$ cat src/rtl/icache_pkg.sv
// Shared definitions for the instruction cache miss path: geometry
// constants and the refill engine state encoding.
package icache_pkg;

  localparam int ADDR_W     = 20;
  localparam int DATA_W     = 32;
  localparam int LINE_WORDS = 4;
  localparam int OFF_W      = $clog2(LINE_WORDS);
  localparam int WADDR_W    = ADDR_W - 2;
  localparam int MEM_LAT    = 2;

  typedef enum logic [1:0] {
    IDLE  = 2'd0,
    ISSUE = 2'd1,
    DRAIN = 2'd2
  } state_t;

endpackage

$ cat src/rtl/icache_refill_ctrl_lat_pipe.sv
// Fixed-latency token pipe: a grant enters at the head and emerges DEPTH
// cycles later, marking the cycle in which the memory read data is valid.
module lat_pipe #(
  parameter int DEPTH = 2
) (
  input  logic clk,
  input  logic srst,
  input  logic tok_in,
  output logic tok_out
);

  logic [DEPTH-1:0] stage_reg;
  logic [DEPTH-1:0] stage_next;

  // Each stage takes the previous one; the head takes the incoming token.
  generate
    for (genvar gi = 0; gi < DEPTH; gi++) begin : g_stage
      if (gi == 0) begin : g_head
        assign stage_next[gi] = tok_in;
      end else begin : g_body
        assign stage_next[gi] = stage_reg[gi-1];
      end
    end
  endgenerate

  // Advance all stages together; reset drops every token in flight.
  always_ff @(posedge clk) begin
    if (srst) begin
      stage_reg <= '0;
    end else begin
      stage_reg <= stage_next;
    end
  end

  assign tok_out = stage_reg[DEPTH-1];

endmodule

$ cat src/rtl/icache_refill_ctrl.sv
// Line refill engine: accepts one miss at a time, reads the line from a
// fixed-latency memory in critical-word-first wrap order and streams each
// word back to the cache as it arrives.
module icache_refill_ctrl #(
  parameter int ADDR_W     = 20,
  parameter int DATA_W     = 32,
  parameter int LINE_WORDS = 4,
  parameter int MEM_LAT    = 2
) (
  input  logic              hclk,
  input  logic              hreset,
  input  logic              req,
  input  logic [ADDR_W-1:0] c_addr,
  output logic              ack,
  output logic              valid,
  output logic [DATA_W-1:0] data,
  output logic              busy,
  output logic              mem_rd,
  output logic [ADDR_W-3:0] mem_addr,
  input  logic              mem_gnt,
  input  logic [DATA_W-1:0] mem_rdata
);

  import icache_pkg::*;

  localparam int OFS_W = $clog2(LINE_WORDS);
  localparam int WA_W  = ADDR_W - 2;
  localparam int CNT_W = OFS_W + 1;

  state_t           state_reg;
  logic [OFS_W-1:0] off0_reg;
  logic [CNT_W-1:0] issued_reg;
  logic [CNT_W-1:0] returned_reg;
  logic             grant;
  logic             capture;
  logic [OFS_W-1:0] next_off;

  // A grant only counts while a read is actually being requested.
  assign grant = mem_rd & mem_gnt;

  // Offset of the word after the one just granted; wraps within the line.
  assign next_off = off0_reg + issued_reg[OFS_W-1:0] + OFS_W'(1);

  lat_pipe #(
    .DEPTH (MEM_LAT)
  ) u_lat_pipe (
    .clk     (hclk),
    .srst    (hreset),
    .tok_in  (grant),
    .tok_out (capture)
  );

  // Refill sequencing, read issue and word return, all outputs registered.
  always_ff @(posedge hclk) begin
    if (hreset) begin
      state_reg    <= IDLE;
      ack          <= 1'b0;
      valid        <= 1'b0;
      data         <= '0;
      busy         <= 1'b0;
      mem_rd       <= 1'b0;
      mem_addr     <= '0;
      off0_reg     <= '0;
      issued_reg   <= '0;
      returned_reg <= '0;
    end else begin
      ack   <= 1'b0;
      valid <= 1'b0;

      // Tokens only exist between acceptance and the last return.
      if (capture) begin
        data         <= mem_rdata;
        valid        <= 1'b1;
        returned_reg <= returned_reg + CNT_W'(1);
      end

      case (state_reg)
        IDLE: begin
          if (req) begin
            ack          <= 1'b1;
            busy         <= 1'b1;
            mem_rd       <= 1'b1;
            mem_addr     <= c_addr[ADDR_W-1:2];
            off0_reg     <= c_addr[OFS_W+1:2];
            issued_reg   <= '0;
            returned_reg <= '0;
            state_reg    <= ISSUE;
          end
        end
        ISSUE: begin
          if (mem_gnt) begin
            issued_reg <= issued_reg + CNT_W'(1);
            mem_addr   <= {mem_addr[WA_W-1:OFS_W], next_off};
            if (issued_reg == CNT_W'(LINE_WORDS - 1)) begin
              mem_rd    <= 1'b0;
              state_reg <= DRAIN;
            end
          end
        end
        DRAIN: begin
          if (returned_reg == CNT_W'(LINE_WORDS)) begin
            busy      <= 1'b0;
            state_reg <= IDLE;
          end
        end
        default: begin
          state_reg <= IDLE;
        end
      endcase
    end
  end

endmodule

$ cat config.mk
export PLATFORM = sky130hd
export DESIGN_NAME = icache_refill_ctrl
export DESIGN_NICKNAME = d
export VERILOG_FILES = /design/src/rtl/icache_pkg.sv /design/src/rtl/icache_refill_ctrl_lat_pipe.sv /design/src/rtl/icache_refill_ctrl.sv
export SDC_FILE = /design/constraint.sdc
export NUM_CORES = 1
export LEC_CHECK = 0
export BUFFER_PORTS_ARGS = -buffer_cell sky130_fd_sc_hd__buf_2
export CAP_MARGIN = 20
export CORE_UTILIZATION = 50
export CTS_CLUSTER_SIZE = 16
export DETAILED_ROUTE_END_ITERATION = 6
export GPL_TIMING_DRIVEN = 0
export HOLD_SLACK_MARGIN = 0.06
export PLACE_DENSITY = 0.92
export SLEW_MARGIN = 20
export SYNTH_ARGS = -nofsm -noshare
export SYNTH_HDL_FRONTEND = slang
export SYNTH_SLANG_ARGS = --single-unit
$ cat constraint.sdc
create_clock -name hclk -period 2.02 [get_ports hclk]
set_clock_uncertainty 0.15 [all_clocks]
set_input_delay 0.404 -clock hclk [delete_from_list [all_inputs] [get_ports hclk]]
set_output_delay 0.404 -clock hclk [all_outputs]
set_load 0.03 [all_outputs]
==> flow_summary.ini <==
[drt]
routed_via_density = 4.78
vias = 1971
ant_nets = 0
routed_wl_um = 5140
wire_per_inst_um = 12.5
drtPass1Iterations = 4
drtIter0Drc = 47
route.detailed.drc = 0

[clock_network]
cts_root_buf = clkbuf_8
hold_buffers = 0
cts_max_level = 3
post_cts.repair.setup_buffers = 0
clkLatencyLatePin_ps = 330
cts-buffers-inserted = 9
cts_tree = done
cts_buffer_depth = 2
clk_pin_slew_ps = 70
cts_resized = 0
clock-sinks = 66

[die]
core_um2 = 4720
dieWidth_um = 72.3
initial_core_util_pct = 52.3
num_rows = 25
die_y_um = 72.3
num_io_pins = 110
die_area_um2 = 5230

[cells_and_area]
multi_input_area_um2 = 1000
seq_area_um2 = 1320
area_growth_pct = 32.8
largest_reg_flops = 32
largest-register = data
top_regs = data (32), mem_addr (18)
final_util_pct = 69.4
antenna_cells = 0
finalNetCount = 401
nFillCells = 375
drive_above_1_share_pct = 40.9

[setup_path]
slowest_stage = dfxtp_1
end_kind = output port
cp-start-kind = flip-flop
critical_path.max_stage_delay_ps = 360
reg2reg_slack_ps = 630
crit_chain = buf_2
cp_top_family = flip-flops
critical_path_class = flip-flop to output port
path_max_fanout = 3
required_ps = 1470
cp.buffers_inverters = 1
r2r_cells = 4
arrival_ps = 900
r2r_start = state_reg[0]
r2r-end = mem_addr[1]

[yosys]
yosysTopAreaCellShare_pct = 53.5
yosysUniqueCellTypes = 35
ys_ff_latch = 66
synth_top_cells_by_area = dfxtp_1 53%, mux2i_1 13%, a22o_1 6.0%, nor2_1 5.0%, ha_1 2.5%
synth_flop_cell = dfxtp_1
synth_cells = 223
yosysWarnings = 0
syn-num-nets = 284
synth_edf_count = 0
yosys.area.top_type = dfxtp_1
syn-mean-instance-area_um2 = 11.1
async_flop_share_pct = 0
syn-cell-area_um2 = 2470
yosysSeqAreaShare_pct = 53.5

[global_route]
grt_max_degree = 12
antenna_found_initial = 0
grt_pass1_vias = 1812
grt_use_total_pct = 20.2
grt_pass1_wl_um = 8050
grt_overflow = 0

[run_status]
status = completed

[timing]
drv_slew = 0
worstMarginPinSlew_ps = 454
setup_viol = 0
hold_viol_final = 0
min_period_over_period_pct = 72.0
tns_ps = 0
fin_crit_ps = 1450
rsz0062_at_grt = false
fmax_mhz = 688
slew-limit-headroom_pct = 69.8

[min_path]
min_path_type = primary input to flip-flop
hp-start = c_addr[10]
min_to = mem_addr[8]
whs_path_depth = 2

[place]
gp_congestion = 0.824
portBuffers = 106
hpwlAfterDp_um = 3810

[power_and_ir_drop]
ir_drop_v = 0.000809
p_per_area_nw_per_um2 = 848
p_leak_nw = 1.54

[flow_run]
max-cap-violations = 0
==> cells in the final DEF, fill, tap and decap left out, types with 2 or more instances in the layout <==
cell type / instances
buf_2: 107
dfxtp_1: 66
mux2i_1: 33
nor2_1: 33
a22o_1: 17
clkbuf_8: 10
inv_1: 7
a21oi_1: 7
o21ai_0: 6
buf_4: 5
buf_6: 5
clkbuf_1: 5
nand2_1: 5
ha_1: 5
nand3_1: 4
nor2b_1: 3
clkinv_2: 3
and2_1: 2
nand3b_1: 2
==> synthesized netlist by cell type, types with 2 or more instances <==
cell / count
dfxtp_1: 66
mux2i_1: 33
nor2_1: 33
a22o_1: 17
a21oi_1: 7
inv_1: 7
o21ai_0: 6
buf_4: 5
buf_6: 5
ha_1: 5
nand2_1: 5
clkbuf_1: 4
nand3_1: 4
nor2b_1: 3
and2_1: 2
nand3b_1: 2
==> cells by family after synthesis <==
logic type | share of synthesized area, %
buf+inv | 5.83
fa+ha+maj | 2.53
xor+xnor | 1.67
simple gates | 10.8
compound gates | 11.1
mux | 14.5
flops | 53.5
==> layout make-up <==
type,instances,area share [%]
Sequential cell,66,40.3
Inverter,8,0.916
Buffer,15,3.47
Timing Repair Buffer,106,16.2
Clock inverter,5,1.64
Clock buffer,11,4.31
Tap cell,67,2.56
Multi-Input combinational cell,134,30.6
==> report_power, final <==
part           internal [mW]  switching [mW]
Combinational          0.144           0.197
Clock                  0.600           0.468
Sequential              1.35          0.0243
==> worst max-delay path by stage <==
stage | from | end | slack [ps] | cells after the start
floorplan | hreset | mem_addr[4] | 670 | 5
global placement | hreset | mem_addr[4] | 580 | 5
detailed placement | hreset | mem_addr[4] | 560 | 5
CTS | mem_rd | mem_rd | 550 | 1
global route | mem_rd | mem_rd | 520 | 1
finish | mem_rd | mem_rd | 570 | 1
==> per-stage QoR <==
step | total power [mW] | std cells | setup WS [ps] | hold slack [ps] | area [um2]
after global placement | 1.73 | 396 | 575 | 269 | 3080
after global routing | 2.89 | 412 | 516 | 120 | 3280
after floorplan | 1.62 | 223 | 669 | 264 | 2470
after CTS | 2.80 | 412 | 555 | 118 | 3280
final | 2.78 | 412 | 566 | 129 | 3280
after detailed placement | 1.74 | 396 | 559 | 301 | 3080
==> metal layers <==
layer / vias to the layer above / GRT usage (%) / routed length [um]
met3: 9 / 5.28 / 339
met5: - / 0 / 0
met4: 0 / 10.2 / 83
met1: 870 / 23.4 / 2250
met2: 88 / 34.6 / 2470
li1: 1004 / - / -
(Power assumes the default switching activity.)
